$ cat src/rtl/addsub_pkg.sv
// Shared types for the pipelined add/subtract unit: opcode, flag bundle and
// the stage-count helper used to size the pipeline.
package addsub_pkg;

    typedef enum logic [1:0] {
        ADD = 2'd0,
        SUB = 2'd1,
        ADC = 2'd2,
        SBB = 2'd3
    } op_t;

    typedef struct packed {
        logic c;
        logic v;
        logic z;
        logic n;
    } flags_t;

    function automatic int unsigned addsub_lat(input int unsigned width, input int unsigned chunk);
        return width / chunk;
    endfunction

    localparam int unsigned ADDSUB_DEFAULT_LAT = addsub_lat(32, 8);

endpackage

$ cat src/rtl/addsub_pipe_if.sv
// Operand and result handshake bundle between register-read, the add/sub
// pipeline and writeback.
interface addsub_pipe_if #(
    parameter int unsigned WIDTH = 32
);
    import addsub_pkg::*;

    logic             in_valid;
    logic             in_ready;
    logic [WIDTH-1:0] A;
    logic [WIDTH-1:0] B;
    op_t              Op;
    logic             Cin;
    logic             Saturate;
    logic             out_valid;
    logic             out_ready;
    logic [WIDTH-1:0] Result;
    flags_t           Flags;

    modport slave (
        input  in_valid, A, B, Op, Cin, Saturate, out_ready,
        output in_ready, out_valid, Result, Flags
    );

    modport master (
        output in_valid, A, B, Op, Cin, Saturate, out_ready,
        input  in_ready, out_valid, Result, Flags
    );

endinterface

$ cat src/rtl/addsub_chunk.sv
// One CHUNK-bit combinational adder slice; the pipeline chains one per stage
// through registered carries.
module addsub_chunk #(
    parameter int unsigned CHUNK = 8
) (
    input  logic [CHUNK-1:0] a,
    input  logic [CHUNK-1:0] b,
    input  logic             cin,
    output logic [CHUNK-1:0] sum,
    output logic             cout
);

    always_comb begin
        {cout, sum} = {1'b0, a} + {1'b0, b} + {{CHUNK{1'b0}}, cin};
    end

endmodule

$ cat src/rtl/addsub_pipe.sv
// Pipelined add/subtract with C/V/Z/N flags and optional signed saturation;
// one CHUNK-bit slice per stage, whole pipe freezes on output backpressure.
module addsub_pipe
    import addsub_pkg::*;
#(
    parameter int unsigned WIDTH = 32,
    parameter int unsigned CHUNK = 8
) (
    input  logic          clk,
    input  logic          rst_n,
    addsub_pipe_if.slave  bus
);

    localparam int unsigned LAT = addsub_lat(WIDTH, CHUNK);
    localparam logic [WIDTH-1:0] SAT_POS = {1'b0, {(WIDTH-1){1'b1}}};
    localparam logic [WIDTH-1:0] SAT_NEG = {1'b1, {(WIDTH-1){1'b0}}};

    logic [WIDTH-1:0] b_sel;
    logic             c0;
    logic             stall;

    // _s: stage inputs, _d: stage outputs, _q: stage registers
    logic             vld_s [LAT];
    logic             cy_s  [LAT];
    logic             sat_s [LAT];
    logic             am_s  [LAT];
    logic             bm_s  [LAT];
    logic [WIDTH-1:0] a_s   [LAT];
    logic [WIDTH-1:0] b_s   [LAT];
    logic [WIDTH-1:0] res_s [LAT];

    logic [CHUNK-1:0] sum_w [LAT];
    logic             cy_d  [LAT];
    logic [WIDTH-1:0] a_d   [LAT];
    logic [WIDTH-1:0] b_d   [LAT];
    logic [WIDTH-1:0] res_d [LAT];

    logic             vld_q [LAT];
    logic             cy_q  [LAT];
    logic             sat_q [LAT];
    logic             am_q  [LAT];
    logic             bm_q  [LAT];
    logic [WIDTH-1:0] a_q   [LAT];
    logic [WIDTH-1:0] b_q   [LAT];
    logic [WIDTH-1:0] res_q [LAT];

    logic             ovf;
    logic [WIDTH-1:0] fin_d;
    flags_t           flags_d;
    flags_t           flags_q;

    always_comb begin
        b_sel = bus.B;
        c0    = 1'b0;
        case (bus.Op)
            ADD: c0 = 1'b0;
            SUB: begin
                b_sel = ~bus.B;
                c0    = 1'b1;
            end
            ADC: c0 = bus.Cin;
            SBB: begin
                b_sel = ~bus.B;
                c0    = bus.Cin;
            end
            default: c0 = 1'b0;
        endcase
    end

    // Skew registers shift right by CHUNK so each stage always consumes the
    // low slice; result chunks enter from the top and land in order.
    for (genvar k = 0; k < LAT; k++) begin : g_stage
        if (k == 0) begin : g_first
            assign vld_s[k] = bus.in_valid;
            assign cy_s[k]  = c0;
            assign sat_s[k] = bus.Saturate;
            assign am_s[k]  = bus.A[WIDTH-1];
            assign bm_s[k]  = b_sel[WIDTH-1];
            assign a_s[k]   = bus.A;
            assign b_s[k]   = b_sel;
            assign res_s[k] = '0;
        end else begin : g_next
            assign vld_s[k] = vld_q[k-1];
            assign cy_s[k]  = cy_q[k-1];
            assign sat_s[k] = sat_q[k-1];
            assign am_s[k]  = am_q[k-1];
            assign bm_s[k]  = bm_q[k-1];
            assign a_s[k]   = a_q[k-1];
            assign b_s[k]   = b_q[k-1];
            assign res_s[k] = res_q[k-1];
        end

        addsub_chunk #(.CHUNK(CHUNK)) u_chunk (
            .a    (a_s[k][CHUNK-1:0]),
            .b    (b_s[k][CHUNK-1:0]),
            .cin  (cy_s[k]),
            .sum  (sum_w[k]),
            .cout (cy_d[k])
        );

        assign a_d[k]   = a_s[k] >> CHUNK;
        assign b_d[k]   = b_s[k] >> CHUNK;
        assign res_d[k] = (res_s[k] >> CHUNK) | (WIDTH'(sum_w[k]) << (WIDTH - CHUNK));
    end

    always_comb begin
        ovf   = (am_s[LAT-1] == bm_s[LAT-1]) && (res_d[LAT-1][WIDTH-1] != am_s[LAT-1]);
        fin_d = res_d[LAT-1];
        if (sat_s[LAT-1] && ovf) begin
            fin_d = am_s[LAT-1] ? SAT_NEG : SAT_POS;
        end
        flags_d.c = cy_d[LAT-1];
        flags_d.v = ovf;
        flags_d.z = (fin_d == '0);
        flags_d.n = fin_d[WIDTH-1];
    end

    assign stall         = vld_q[LAT-1] && !bus.out_ready;
    assign bus.in_ready  = !stall;
    assign bus.out_valid = vld_q[LAT-1];
    assign bus.Result    = res_q[LAT-1];
    assign bus.Flags     = flags_q;

    always_ff @(posedge clk or negedge rst_n) begin
        if (!rst_n) begin
            for (int unsigned k = 0; k < LAT; k++) begin
                vld_q[k] <= 1'b0;
                cy_q[k]  <= 1'b0;
                sat_q[k] <= 1'b0;
                am_q[k]  <= 1'b0;
                bm_q[k]  <= 1'b0;
                a_q[k]   <= '0;
                b_q[k]   <= '0;
                res_q[k] <= '0;
            end
            flags_q <= '0;
        end else if (!stall) begin
            for (int unsigned k = 0; k < LAT; k++) begin
                vld_q[k] <= vld_s[k];
                cy_q[k]  <= cy_d[k];
                sat_q[k] <= sat_s[k];
                am_q[k]  <= am_s[k];
                bm_q[k]  <= bm_s[k];
                a_q[k]   <= a_d[k];
                b_q[k]   <= b_d[k];
                res_q[k] <= (k == LAT - 1) ? fin_d : res_d[k];
            end
            flags_q <= flags_d;
        end
    end

endmodule

$ cat src/flat_wrapper.sv
// flat-port wrapper written by rule: the top's interface ports become plain ports
module addsub_pipe_flat import addsub_pkg::*;
#(
    parameter int unsigned WIDTH = 32,
    parameter int unsigned CHUNK = 8
)
  (clk, rst_n, bus_in_valid, bus_A, bus_B, bus_Op, bus_Cin, bus_Saturate, bus_out_ready, bus_in_ready, bus_out_valid, bus_Result, bus_Flags);
  addsub_pipe_if #(.WIDTH(WIDTH)) bus_i ();
  input  logic clk;
  input  logic rst_n;
  input wire logic [$bits(bus_i.in_valid)-1:0] bus_in_valid;
  input wire logic [$bits(bus_i.A)-1:0] bus_A;
  input wire logic [$bits(bus_i.B)-1:0] bus_B;
  input wire logic [$bits(bus_i.Op)-1:0] bus_Op;
  input wire logic [$bits(bus_i.Cin)-1:0] bus_Cin;
  input wire logic [$bits(bus_i.Saturate)-1:0] bus_Saturate;
  input wire logic [$bits(bus_i.out_ready)-1:0] bus_out_ready;
  output wire logic [$bits(bus_i.in_ready)-1:0] bus_in_ready;
  output wire logic [$bits(bus_i.out_valid)-1:0] bus_out_valid;
  output wire logic [$bits(bus_i.Result)-1:0] bus_Result;
  output wire logic [$bits(bus_i.Flags)-1:0] bus_Flags;
  assign bus_i.in_valid = bus_in_valid;
  assign bus_i.A = bus_A;
  assign bus_i.B = bus_B;
  assign bus_i.Op = bus_Op;
  assign bus_i.Cin = bus_Cin;
  assign bus_i.Saturate = bus_Saturate;
  assign bus_i.out_ready = bus_out_ready;
  assign bus_in_ready = bus_i.in_ready;
  assign bus_out_valid = bus_i.out_valid;
  assign bus_Result = bus_i.Result;
  assign bus_Flags = bus_i.Flags;
  addsub_pipe #(.WIDTH(WIDTH), .CHUNK(CHUNK)) u_core (.clk(clk), .rst_n(rst_n), .bus(bus_i));
endmodule
$ cat config.mk
export PLATFORM = sky130hd
export DESIGN_NAME = addsub_pipe_flat
export DESIGN_NICKNAME = d
export VERILOG_FILES = /design/src/rtl/addsub_pkg.sv /design/src/rtl/addsub_pipe_if.sv /design/src/rtl/addsub_chunk.sv /design/src/rtl/addsub_pipe.sv /design/src/flat_wrapper.sv
export SDC_FILE = /design/constraint.sdc
export NUM_CORES = 1
export LEC_CHECK = 0
export ABC_AREA = 0
export BUFFER_PORTS_ARGS = -buffer_cell sky130_fd_sc_hd__clkbuf_2
export CAP_MARGIN = 20
export CORE_UTILIZATION = 50
export CTS_CLUSTER_DIAMETER = 150
export DETAILED_ROUTE_END_ITERATION = 6
export PLACE_DENSITY = 0.77
export RECOVER_POWER = 100
export SYNTH_ARGS = -nofsm -noshare
export SYNTH_HDL_FRONTEND = slang
export SYNTH_SLANG_ARGS = --single-unit
$ cat constraint.sdc
create_clock -name clk -period 3.5 [get_ports clk]
set_input_delay 0.875 -clock clk [delete_from_list [all_inputs] [get_ports clk]]
set_output_delay 0.875 -clock clk [all_outputs]
set_load 0.005 [all_outputs]
Word-level counts from Yosys, hierarchy flattened
Index checks and enable logic that the tools add are counted.
{"block": "op_classes", "n_bitwise": 4, "addsub": 8, "eq_ne": 5, "n_reduce_logical": 9, "muxes": 4}
{"operator": "$mux W32", "n": 3}
{"operator": "$or A24 B32 Y32", "n": 3}
{"operator": "$add A8 B8 Y9", "n": 4}
{"operator": "$add A9 B1 Y9", "n": 4}
{"operator": "$logic_not A32 Y1", "n": 1}
{"operator": "$not A32 Y32", "n": 1}
{"operator": "$eq A2 B2 Y1 const B", "n": 2}
{"operator": "$reduce_or A2 Y1", "n": 2}
{"operator": "$logic_and A1 B1 Y1", "n": 3}
{"operator": "$pmux W1 S3", "n": 1}
{"operator": "$eq A2 B1 Y1 const B", "n": 1}
{"operator": "$logic_not A1 Y1", "n": 2}
{"operator": "$logic_not A2 Y1", "n": 1}
{"operator": "$eq A1 B1 Y1", "n": 1}
{"operator": "$ne A1 B1 Y1", "n": 1}
{"block": "word_totals", "wordCells": 60, "regBits": 220, "out_inout_bits": 38}

Depth between registers and ports, before layout
Gate-level depths: netlist of run 1.
{"block": "logic_depth", "ltp_word": 8, "mapped_depth": 12, "ltp_nobuf": 10}

By module
A second synthesis of run 1 with hierarchy kept.
{"block": "hier_totals", "hier_cells": 990, "hier_area_um2": 9221.3}
{"module": "addsub_pipe", "cells_per_inst": 830, "area_per_inst_um2": 7895.1, "n_inst": 1, "seq_area_each_um2": 4729.5}
{"module": "addsub_chunk", "cells_per_inst": 40, "area_per_inst_um2": 331.6, "n_inst": 4, "seq_area_each_um2": 0.0}

Worst setup path before layout of run 1
Ideal clock, no wire load.
{"block": "synth_path", "path_kind": "input-to-reg", "start": "in bus_Op[0]", "end": "reg u_core.cy_q[3] (netlist name)", "arrival_ns": 3.348, "setup_ns": 0.129, "setup_slack_ns": 0.023, "stages": 12, "cell_sequence": "clkbuf_1 clkbuf_1 xor2_1 fa_1 inv_1 fa_1 nor2b_1 o21ai_0 a21boi_0 o21a_1 o21a_1 o41a_1"}
{"block": "synth_via", "elab_chain_cells": 5}
{"element": "from (decl)", "line_no": "flat_wrapper.sv:14", "text": "input wire logic [$bits(bus_i.Op)-1:0] bus_Op;"}
{"element": "$eq A2 B1 Y1 / $eq A2 B2 Y1 (equally long branches)", "line_no": "addsub_pipe.sv:55", "text": "case (bus.Op)"}
{"element": "$reduce_or A2 Y1 (no source line)"}
{"element": "$mux W32"}
{"element": "$add A8 B8 Y9", "line_no": "addsub_chunk.sv:14", "text": "{cout, sum} = {1'b0, a} + {1'b0, b} + {{CHUNK{1'b0}}, cin};"}
{"element": "$add A9 B1 Y9 *", "line_no": "addsub_chunk.sv:14"}
{"element": "to (signal, indexed assignment)", "line_no": "addsub_pipe.sv:140", "text": "cy_q[k] <= cy_d[k];"}
{"element": "to (decl)", "line_no": "addsub_pipe.sv:39", "text": "logic cy_q [LAT];"}
Every way passes the cells marked *; elsewhere a longest branch is shown, timed or not.
A chain may end at the register's enable or synchronous reset.

Final worst setup path of run 1
{"block": "layout_path", "start": "in bus_out_ready", "end": "reg u_core.res_q, in the netlist u_core.bus.Result[9]"}
{"block": "layout_via", "elab_chain_cells": 2}
{"element": "from (decl)", "line_no": "flat_wrapper.sv:17", "text": "input wire logic [$bits(bus_i.out_ready)-1:0] bus_out_ready;"}
{"element": "$logic_not A1 Y1", "line_no": "addsub_pipe.sv:118", "text": "assign stall = vld_q[LAT-1] && !bus.out_ready;"}
{"element": "$logic_and A1 B1 Y1", "line_no": "addsub_pipe.sv:118"}
{"element": "to (signal, indexed assignment)", "line_no": "addsub_pipe.sv:146", "text": "res_q[k] <= (k == LAT - 1) ? fin_d : res_d[k];"}
{"element": "to (decl)", "line_no": "addsub_pipe.sv:45", "text": "logic [WIDTH-1:0] res_q [LAT];"}
Every way passes these cells.

==> reports/qor.csv, run 1 <==
stage,metric,value,unit
status,outcome,"complete, but fails checks",
status,failing checks,"capacitance limit, slew limit",
floorplanning,row count,47,
clocking,worst-skew pair later-pin latency,430,ps
global_routing,vias in the first global route,6074,
sta,"Slew Viols, Final",74,
floorplanning,# IOs,110,
synthesis,mux cell area share after synthesis,0.00130,
routing,iteration-0 DRC count of the detailed router,335,
synthesis,Compound-Gate Fraction of Synth Area,0.120,
power_and_ir_drop,Sw Ratio,0.370,
sta,Max Fclk,334,MHz
routing,vias per cell,5.19,
power_and_ir_drop,Cell Pwr Density,922,nW/µm²
synthesis,"Cell Area, Synth",8690,µm²
routing,Pre-antenna DRT Iters,4,
synthesis,post-synthesis sequential area ratio,0.544,
finish,"commonest non-fill, non-tap cell in the layout",nand2_1,
finish,Ant. Diodes,0,
power_and_ir_drop,Leak,0.00490,µW
clocking,CTS Hold Bufs,0,
synthesis,Synth Warn #,0,
power_and_ir_drop,share of power burned in registers,0.417,
worst_setup_path,critical path type,in -> reg,
sta,Min Hold Slack,467,ps
global_routing,largest net degree at the start of global routing,80,
floorplanning,Die H,134,µm
placement,port buffer count,109,
floorplanning,die footprint,17900,µm²
global_routing,GRT overflow,0,
clocking,CTS Sinks,189,
finish,Nets,1104,
floorplanning,Core Footprint,16800,µm²
global_routing,global-route wire length before repair,29300,µm
synthesis,Post-synth top flop,dfrtp_1,
placement,Place WS,326,ps
sta,min Tclk post-route,3000,ps
routing,Via Count,6374,
sta,Final Cycle Share,0.857,
clocking,Clock Pin Slew Worst Setup and Hold Paths,70,ps
synthesis,"FF+latch count, synth",189,
synthesis,"EDFF count, synth",0,
synthesis,"Avg Cell Area, Syn",9.60,µm²
clocking,CTS tree,yes,
clocking,"Setup Fix Bufs, Post-CTS",0,
synthesis,largest family of logic cells by synthesized area,simple AND/OR/NAND/NOR gates,
worst_setup_path,CP required,3860,ps
sta,Final TNS setup,0,ps
power_and_ir_drop,total power,9150,µW
clocking,clock buffer depth,2,
finish,"commonest non-fill, non-tap cells in the layout","nand2_1, dfrtp_1, clkbuf_2",
clocking,H-tree Lvls,4,
worst_setup_path,Startpoint Class,input pin,
sta,final hold violation count,0,
power_and_ir_drop,Peak VDD IR,0.491,mV
finish,final core occ,0.592,
routing,# DRC,0,
worst_setup_path,highest net fanout along the worst path,77,
power_and_ir_drop,Logic pwr share,0.384,
power_and_ir_drop,clock power share,0.199,
sta,RSZ-0062 raised after global routing,no,
worst_setup_path,Critical Path End Type,register,
synthesis,Adder-Cell Fraction of Synth Area,0.0587,
global_routing,initial antenna violation count,0,
sta,relative slew slack,-0.233,
job,max cap viols,1,
min_path,Hold Path Class,reg -> reg,
power_and_ir_drop,Int Pwr,5760,µW
clocking,clk root buf,clkbuf_16,
sta,Clock Skews,6.80,ps
synthesis,async set-reset flop share out of synthesis,1.00,
sta,count of final setup violators,0,
global_routing,GRT Util Overall,0.206,
routing,routed len/inst,13.9,µm
sta,pin slew with the least headroom to its limit,1850,ps
synthesis,Synth Area in XOR/XNOR,0.0453,
sta,PnR worst setup slack,502,ps
finish,layout cells sized above 1,0.140,
routing,Post-Route WL,17000,µm
clocking,clock buffers created by TritonCTS,17,
power_and_ir_drop,Psw,3380,µW
clocking,# resized after CTS,0,
synthesis,Synth Area in Simple Gates,0.196,
synthesis,Syn Nets,1014,
synthesis,Mapped Cells,906,
synthesis,library cells used by synthesis,52,
worst_setup_path,Critical Path AT,3360,ps
routing,Routed Antenna Nets,0,
placement,GPL Wtd Cong,0.916,
floorplanning,Die Wd,134,µm
floorplanning,Starting Density,0.519,
placement,Final HPWL DP,11900,µm
finish,Area Overhead vs Synth,14.0,%
-- cells by family (layout without fill, tap and decap cells) --
group,Yosys count,in the layout
AOI/OAI and AO/OA,144,144
adders and majority gates,36,36
DFF,189,189
and+or+nand+nor,418,418
xor gates and xnor gates,45,45
muxes,1,1
buffers and inverters,73,174
-- sequential cells by signal, summed over array words and instances, names as in the netlist, 22 cells and up --
| register | flops |
|---|---|
| u_core.b_d | 22 |
| u_core.res_q | 48 |
| u_core.a_q | 23 |
| u_core.bus.Result | 32 |
| u_core.b_q | 23 |
| u_core.a_d | 22 |
-- stage by stage --
step	instances	area, µm²
detailed placement	1197	9430
floorplan	906	8690
CTS	1227	9990
global route	1227	9920
finish	1227	9920
global placement	1196	9420
-- worst max-delay path, stage by stage --
cell	delay, ps
clkbuf_1	100
nor2b_4	360
clkbuf_2	1130
clkbuf_2	620
a221o_1	240
-- synth_stat cells (all sizes together), types with 2 or more instances --
master / n / share of area
o31ai: 8 / 0.0069
xor2: 12 / 0.012
a211oi: 4 / 0.0040
a221o: 30 / 0.035
o211ai: 2 / 0.0017
a2111oi: 3 / 0.0030
o21bai: 3 / 0.0030
and2: 2 / 0.0016
a21oi: 29 / 0.017
buf: 9 / 0.0078
o21ai: 39 / 0.022
nor2: 26 / 0.011
a21o: 5 / 0.0043
fa: 8 / 0.018
nor2b: 5 / 0.0036
nand3: 3 / 0.0017
nor3b: 5 / 0.0043
nor4b: 4 / 0.0040
xnor2: 33 / 0.033
clkbuf: 42 / 0.018
o41a: 2 / 0.0026
nand2: 345 / 0.15
a21boi: 3 / 0.0026
dfrtp: 189 / 0.54
o32a: 2 / 0.0024
or3: 2 / 0.0014
inv: 21 / 0.0091
nor4: 3 / 0.0022
ha: 28 / 0.040
nor3: 10 / 0.0058
nand3b: 4 / 0.0035
o21a: 9 / 0.0078
nand2b: 4 / 0.0029
-- cell type report --
cell class,instances,area (µm²)
well taps,220,275
clock inverters,9,88.8
repair buffers,122,606
inverters,22,85.1
clock buffers,21,470
fillers,1519,6840
multi-input cells,644,3660
flip-flops and latches,189,4730
-- layer usage --
layer,up-vias,routed length [µm],track usage
li1,3191,-,-
met1,3031,8630,0.301
met2,128,7560,0.310
met3,24,565,0.0351
met4,0,250,0.0739
met5,-,0,0
-- power groups by stage --
stage	clock, µW	sequential (µW)	combinational, µW
finish	1820	3810	3510
global route	1960	3930	4010
CTS	1870	3800	3590
detailed placement	0	3840	3560
global placement	0	3800	3440
floorplan	0	3650	2710
-- path summary, 6_finish.rpt --
kind | from | slack [ps] | cells past startpoint | endpoint
setup / recovery | bus_out_ready | 500 | 5 | u_core.bus.Result[9]
max in group asynchronous | rst_n | 790 | 2 | u_core.res_q[62]
min in group asynchronous | rst_n | 930 | 1 | u_core.a_q[68]
hold / removal | u_core.a_d[32] | 470 | 2 | u_core.a_d[32]
hold reg to reg | u_core.a_d[32] | 470 | 2 | u_core.a_d[32]
setup reg to reg | u_core.cy_q[1] | 590 | 8 | u_core.bus.Result[17]
(Power assumes the default switching activity.)
==> inputs of run 2 (changes only) <==
- SYNTH_HIERARCHICAL: default -> 1
- TNS_END_PERCENT: default -> 10
==> reports/qor.csv, run 2 <==
stage,metric,value,unit,change
status,outcome,"complete, but fails checks",,
status,failing checks,"capacitance limit, slew limit",,
synthesis,"Cell Area, Synth",9220,µm²,+6.1%
worst_setup_path,highest net fanout along the worst path,31,,-60%
power_and_ir_drop,clock power share,0.188,,-0.011
sta,min Tclk post-route,2990,ps,-11.4 ps
synthesis,Synth Area in Simple Gates,0.230,,+0.0347
synthesis,largest family of logic cells by synthesized area,simple AND/OR/NAND/NOR gates,,
finish,Area Overhead vs Synth,13.0,%,
synthesis,most frequent cells after synthesis,"nand2_1, dfrtp_1, xnor2_1, nor2_1, a21oi_4",,
floorplanning,die footprint,19000,µm²,+6.0%
synthesis,"count leader, synth",nand2_1,,
floorplanning,Die Wd,138,µm,+2.9%
synthesis,Synth Area in XOR/XNOR,0.0456,,+0.000260
synthesis,Adder-Cell Fraction of Synth Area,0.0554,,-0.00335
synthesis,Post-synth top flop,dfrtp_1,,
synthesis,mux cell area share after synthesis,0.00122,,-0.0000740
clocking,worst-skew pair later-pin latency,430,ps,about the same
finish,Storage cell area,4730,µm²,unchanged
synthesis,"Avg Cell Area, Syn",9.31,µm²,-2.9%
power_and_ir_drop,Sw Ratio,0.400,,+0.0298
finish,Reg with most FFs,u_core/res_q,,
sta,Final TNS setup,0,ps,unchanged
sta,Clock Skews,8.31,ps,+1.51 ps
worst_setup_path,crit path from,u_core/a_q[36],,
synthesis,async set-reset flop share out of synthesis,1.00,,unchanged
clocking,H-tree Lvls,4,,unchanged
synthesis,Synth Warn #,6,,+6
routing,Via Count,6641,,+4.2%
synthesis,largest cells by area after synthesis,"dfrtp_1, nand2_1, a21oi_4",,
worst_setup_path,worst r2r src,u_core/a_q[36],,
min_path,hold path cells,2,,unchanged
worst_setup_path,CP peak stage delay,510,ps,-620 ps
synthesis,Syn Nets,1098,,+8.3%
global_routing,largest net degree at the start of global routing,184,,+130%
floorplanning,# IOs,110,,unchanged
synthesis,Synth area leader,dfrtp_1,,
power_and_ir_drop,total power,10200,µW,+11%
sta,Final Cycle Share,0.853,,-0.00327
clocking,clock buffer depth,2,,unchanged
min_path,hold path start,u_core/vld_q[1],,
power_and_ir_drop,Peak VDD IR,0.553,mV,+12%
clocking,# resized after CTS,0,,unchanged
synthesis,Mapped Cells,990,,+9.3%
placement,Final HPWL DP,12200,µm,+2.8%
worst_setup_path,ordered cell list for the critical path,"ha_1, a21o_1, a21oi_2, o221a_2, o211ai_1, nor3b_1, o21ai_0, clkbuf_2, nand2_1, a21oi_4",,
sta,PnR worst setup slack,513,ps,+11.4 ps
floorplanning,Starting Density,0.512,,-0.00718
clocking,CTS Sinks,189,,unchanged
global_routing,initial antenna violation count,0,,unchanged
routing,routed len/inst,13.7,µm,-1.1%
routing,Routed Antenna Nets,0,,unchanged
clocking,clock buffers created by TritonCTS,17,,unchanged
clocking,CTS Hold Bufs,0,,unchanged
worst_setup_path,Critical Path AT,3350,ps,about the same
worst_setup_path,Startpoint Class,register,,
synthesis,"FF+latch count, synth",189,,unchanged
clocking,clk root buf,clkbuf_16,,
routing,met3 routed WL,792,µm,+40%
clocking,CTS tree,yes,,
finish,"commonest non-fill, non-tap cells in the layout","nand2_1, dfrtp_1, clkbuf_2",,
finish,final core occ,0.578,,-0.0134
floorplanning,Core Footprint,18000,µm²,+7.5%
routing,top sig layer,met4,,
finish,"commonest non-fill, non-tap cell in the layout",nand2_1,,
clocking,Clock Pin Slew Worst Setup and Hold Paths,70,ps,about the same
worst_setup_path,Critical Path End Type,register,,
finish,max reg flops,48,,unchanged
worst_setup_path,worst r2r dst,u_core/bus.Result[27],,
sta,pin slew with the least headroom to its limit,2100,ps,+246 ps
global_routing,GRT Util Overall,0.208,,+0.00194
sta,Min Hold Slack,458,ps,-8.80 ps
power_and_ir_drop,Leak,0.00520,µW,+6.2%
sta,RSZ-0062 raised after global routing,no,,
worst_setup_path,"Slowest-stage cell, CP",clkbuf_2,,
synthesis,post-synth top area share,0.513,,-0.0311
sta,"Slew Viols, Final",268,,+260%
global_routing,global-route wire length before repair,30800,µm,+4.9%
floorplanning,Die H,138,µm,+2.9%
finish,Nets,1187,,+7.5%
synthesis,library cells used by synthesis,40,,-23%
worst_setup_path,CP required,3860,ps,about the same
placement,port buffer count,109,,unchanged
power_and_ir_drop,Logic pwr share,0.439,,+0.055
job,max cap viols,2,,+1
placement,Place WS,627,ps,+301 ps
worst_setup_path,R2R depth,10,,+2
routing,iteration-0 DRC count of the detailed router,440,,+31%
power_and_ir_drop,Int Pwr,6120,µW,+6.1%
routing,vias per cell,5.03,,-3.2%
routing,# DRC,0,,unchanged
floorplanning,row count,49,,+4.3%
clocking,"Setup Fix Bufs, Post-CTS",0,,unchanged
routing,Post-Route M1 WL,9060,µm,+5.0%
global_routing,GRT overflow,0,,unchanged
min_path,hold worst-path end,u_core/vld_q[1],,
worst_setup_path,R2R setup slack,510,ps,-80 ps
worst_setup_path,critical path type,reg -> reg,,
placement,GPL Wtd Cong,0.798,,-13%
routing,Post-Route WL,18100,µm,+6.5%
sta,Max Fclk,335,MHz,+0.38%
synthesis,"EDFF count, synth",0,,unchanged
finish,layout cells sized above 1,0.158,,+0.0175
power_and_ir_drop,Cell Pwr Density,978,nW/µm²,+6.0%
global_routing,vias in the first global route,6232,,+2.6%
synthesis,Compound-Gate Fraction of Synth Area,0.119,,-0.00114
finish,fillers,1586,,+4.4%
finish,Ant. Diodes,0,,unchanged
sta,final hold violation count,0,,unchanged
synthesis,post-synthesis sequential area ratio,0.513,,-0.0311
routing,met2 routed wirelength,7960,µm,+5.4%
sta,count of final setup violators,0,,unchanged
finish,multi-input logic area,4150,µm²,+13%
routing,Pre-antenna DRT Iters,5,,+1
min_path,Hold Path Class,reg -> reg,,
sta,relative slew slack,-0.397,,-0.164
power_and_ir_drop,Psw,4070,µW,+20%
power_and_ir_drop,share of power burned in registers,0.373,,-0.044
run 2: changes by cell type after synthesis, moves of 8 or more:
cell      previous run  this run
inv_1               21         8
nor4_1               3        12
clkbuf_1            42        18
a21oi_4              0        30
a221o_1             30         0
nand2_1            345       455
a311o_1              0         8
o21ai_0             39        28
buf_2                0        14
a21oi_1             28        19
buf_4                1         9
run 2: stage by stage:
stage	instance area [µm²]	cells
floorplan	9220	990
global placement	9910	1289
detailed placement	9910	1289
CTS	10500	1321
global route	10400	1321
finish	10400	1321
run 2: worst max-delay path, delay by kind of cell, from the launching register on:
family | cells | cell delay, ps
adders and majority gates | 1 | 380
AOI/OAI and AO/OA | 6 | 1220
buffers and inverters | 1 | 510
DFF | 1 | 380
and+or+nand+nor | 2 | 410
run 2: worst max-delay path by stage:
stage,end,slack [ps]
after floorplan,u_core/cy_q[3],590
after global placement,u_core/cy_q[3],670
after detailed placement,u_core/cy_q[3],630
after CTS,u_core/bus.Result[17],690
after global routing,u_core/bus.Result[22],330
final,u_core/bus.Result[27],510
run 2: kinds of logic (layout without fill, tap and decap cells):
family | count (synthesis) | after routing
AOI/OAI and AO/OA | 120 | 120
xor gates and xnor gates | 48 | 48
adders and majority gates | 36 | 36
buffers and inverters | 62 | 164
DFF | 189 | 189
muxes | 1 | 1
and+or+nand+nor | 534 | 534
run 2: routing by layer:
metal | global-route usage | vias to the layer above
met5 | 0 | -
met4 | 0.0676 | 0
met3 | 0.0338 | 18
met2 | 0.302 | 126
met1 | 0.315 | 3121
li1 | - | 3376
run 2: layout make-up:
type | instances | area share
Clock buffer | 20 | 0.0429
Clock inverter | 12 | 0.0130
Inverter | 13 | 0.00492
Multi-Input combinational cell | 739 | 0.398
Sequential cell | 189 | 0.454
Tap cell | 229 | 0.0275
Timing Repair Buffer | 119 | 0.0598
run 2: power groups by stage:
stage | registers (µW) | clock network, µW | logic (µW)
global placement | 3790 | 0 | 4380
CTS | 3810 | 1950 | 4540
finish | 3800 | 1920 | 4470
floorplan | 3690 | 0 | 3600
detailed placement | 3840 | 0 | 4490
global route | 3930 | 2050 | 5040
==> inputs of run 3 (changes only) <==
- ABC_AREA: 0 -> 1
==> reports/qor.csv, run 3 <==
stage,metric,value,unit,change
status,outcome,"complete, but fails checks",,
status,failing checks,"capacitance limit, slew limit",,
clocking,worst-skew pair later-pin latency,430,ps,about the same
placement,GPL Wtd Cong,0.823,,+3.2%
worst_setup_path,CP required,3810,ps,-50 ps
power_and_ir_drop,total power,9810,µW,-3.7%
synthesis,Synth Warn #,6,,unchanged
clocking,H-tree Lvls,4,,unchanged
global_routing,largest net degree at the start of global routing,85,,-54%
clocking,CTS tree,yes,,
global_routing,initial antenna violation count,0,,unchanged
power_and_ir_drop,Leak,0.00552,µW,+6.1%
synthesis,async set-reset flop share out of synthesis,1.00,,unchanged
routing,vias per cell,4.85,,-3.6%
global_routing,vias in the first global route,6493,,+4.2%
finish,final core occ,0.577,,-0.00151
worst_setup_path,worst r2r dst,u_core/bus.Flags[1],,
synthesis,post-synth top area share,0.517,,+0.00435
worst_setup_path,Critical Path AT,3290,ps,-60 ps
clocking,"Setup Fix Bufs, Post-CTS",0,,unchanged
finish,"commonest non-fill, non-tap cell in the layout",nand2_1,,
routing,Via Count,6891,,+3.8%
worst_setup_path,Startpoint Class,input pin,,
sta,RSZ-0062 raised after global routing,no,,
clocking,CTS Sinks,189,,unchanged
placement,port buffer count,109,,unchanged
synthesis,most frequent cells after synthesis,"nand2_1, dfrtp_1, o21ai_0, inv_1, nor2_1",,
routing,Routed Antenna Nets,0,,unchanged
finish,Nets,1288,,+8.5%
worst_setup_path,Critical Path End Type,register,,
placement,Final HPWL DP,12100,µm,-0.65%
finish,"commonest non-fill, non-tap cells in the layout","nand2_1, dfrtp_1, clkbuf_2",,
sta,final hold violation count,0,,unchanged
sta,Clock Skews,8.00,ps,-0.315 ps
floorplanning,Die H,137,µm,-0.42%
floorplanning,Die Wd,137,µm,-0.42%
routing,iteration-0 DRC count of the detailed router,388,,-12%
finish,Reg with most FFs,u_core/res_q,,
sta,pin slew with the least headroom to its limit,1940,ps,-160 ps
synthesis,Syn Nets,1201,,+9.4%
synthesis,Post-synth top flop,dfrtp_1,,
power_and_ir_drop,Cell Pwr Density,947,nW/µm²,-3.2%
floorplanning,Core Footprint,18000,µm²,-0.34%
worst_setup_path,R2R setup slack,690,ps,+180 ps
floorplanning,# IOs,110,,unchanged
power_and_ir_drop,Peak VDD IR,0.480,mV,-13%
finish,Ant. Diodes,0,,unchanged
worst_setup_path,crit path from,bus_Op[0],,
sta,Final TNS setup,0,ps,unchanged
clocking,clock buffers created by TritonCTS,17,,unchanged
global_routing,GRT Util Overall,0.209,,+0.000749
worst_setup_path,critical path type,in -> reg,,
sta,Max Fclk,336,MHz,+0.30%
worst_setup_path,Setup crit end,u_core/cy_q[3],,
finish,Area Overhead vs Synth,13.3,%,
routing,# DRC,0,,unchanged
global_routing,GRT overflow,0,,unchanged
sta,relative slew slack,-0.290,,+0.107
synthesis,"count leader, synth",nand2_1,,
sta,"Slew Viols, Final",174,,-35%
synthesis,"FF+latch count, synth",189,,unchanged
min_path,Hold Path Class,reg -> reg,,
job,max cap viols,3,,+1
synthesis,library cells used by synthesis,34,,-15%
clocking,CTS Hold Bufs,0,,unchanged
worst_setup_path,worst r2r src,u_core/a_q[32],,
synthesis,"EDFF count, synth",0,,unchanged
routing,routed len/inst,12.6,µm,-8.2%
floorplanning,die footprint,18800,µm²,-0.83%
global_routing,global-route wire length before repair,30700,µm,-0.14%
sta,count of final setup violators,0,,unchanged
synthesis,largest cells by area after synthesis,"dfrtp_1, nand2_1, ha_1",,
finish,layout cells sized above 1,0.127,,-0.0309
floorplanning,row count,49,,unchanged
synthesis,Synth area leader,dfrtp_1,,
synthesis,Mapped Cells,1093,,+10%
routing,Post-Route WL,17900,µm,-1.2%
clocking,clk root buf,clkbuf_16,,
sta,Min Hold Slack,455,ps,-3.17 ps
synthesis,"Cell Area, Synth",9140,µm²,-0.84%
synthesis,"Avg Cell Area, Syn",8.37,µm²,-10%
floorplanning,Starting Density,0.509,,-0.00257
synthesis,post-synthesis sequential area ratio,0.517,,+0.00435
worst_setup_path,highest net fanout along the worst path,31,,unchanged
routing,Pre-antenna DRT Iters,5,,unchanged
clocking,# resized after CTS,0,,unchanged
finish,fin area,10400,µm²,-0.60%
placement,placed cell area,9830,µm²,-0.80%
worst_setup_path,R2R depth,18,,+8
sta,Final Cycle Share,0.851,,-0.00251
clocking,Clock Pin Slew Worst Setup and Hold Paths,60,ps,about the same
finish,max reg flops,48,,unchanged
sta,min Tclk post-route,2980,ps,-8.79 ps
clocking,clock buffer depth,2,,unchanged
## run 3: cell count changes after synthesis, moves of 13 or more
cell,change
buf_2,+13
nand2_1,+85
o21ai_0,+21
nand2_2,+13
a21oi_1,+16
inv_1,+34
a21oi_4,-29
## run 3: area by class of cell
class	count	area (µm²)
clock buffer	18	429
inverter	47	176
sequential	189	4730
tap	229	287
multi-input combinational	808	3970
timing repair buffer	117	592
fill	1648	7600
clock inverter	14	180
## run 3: routing by layer
layer,vias to the layer above,part of all wire,GRT usage
met5,-,0,0
li1,3569,-,-
met4,0,0.017,0.0702
met3,24,0.040,0.0416
met2,141,0.46,0.320
met1,3157,0.48,0.296
## run 3: kinds of logic after synthesis
kind of cell | after synthesis | synth area share
XOR/XNOR | 44 | 0.0421
multiplexers | 1 | 0.00123
AO/OA/AOI/OAI | 89 | 0.0508
flip-flops | 189 | 0.517
adder cells (fa/ha/maj) | 36 | 0.0558
AND/OR/NAND/NOR | 638 | 0.286
buffers and inverters | 96 | 0.0469
## run 3: worst min path at each step
stage,from,endpoint,slack (ps),cells past startpoint
after floorplan,u_core/vld_q[1],u_core/bus.out_valid,420,2
after global placement,u_core/vld_q[1],u_core/bus.out_valid,430,2
after detailed placement,u_core/vld_q[1],u_core/bus.out_valid,440,2
after CTS,rst_n,u_core/a_q[36],450,1
after global routing,u_core/vld_q[1],u_core/bus.out_valid,490,2
final,u_core/vld_q[1],u_core/bus.out_valid,450,2
## run 3: power by group
| part | switching [µW] | internal, µW | total, µW | leakage (µW) |
|---|---|---|---|---|
| clock network | 834 | 1140 | 1970 | 0.000292 |
| registers | 626 | 3160 | 3790 | 0.00229 |
| logic | 2450 | 1600 | 4050 | 0.00295 |
## run 3: worst max-delay path: stages
cell,delay [ps]
clkbuf_1,270
clkbuf_2,820
xor2_1,250
fa_1,490
nand2_1,90
nand2_1,80
nand3b_2,90
nand2_1,70
nand2_1,60
nand2_1,40
nand2_1,60
nand2_1,80
## run 3: metrics by stage
stage               setup WS [ps]  std cells
floorplan                     611       1093
global placement              658       1390
detailed placement            570       1390
CTS                           787       1422
global route                  288       1422
finish                        522       1422
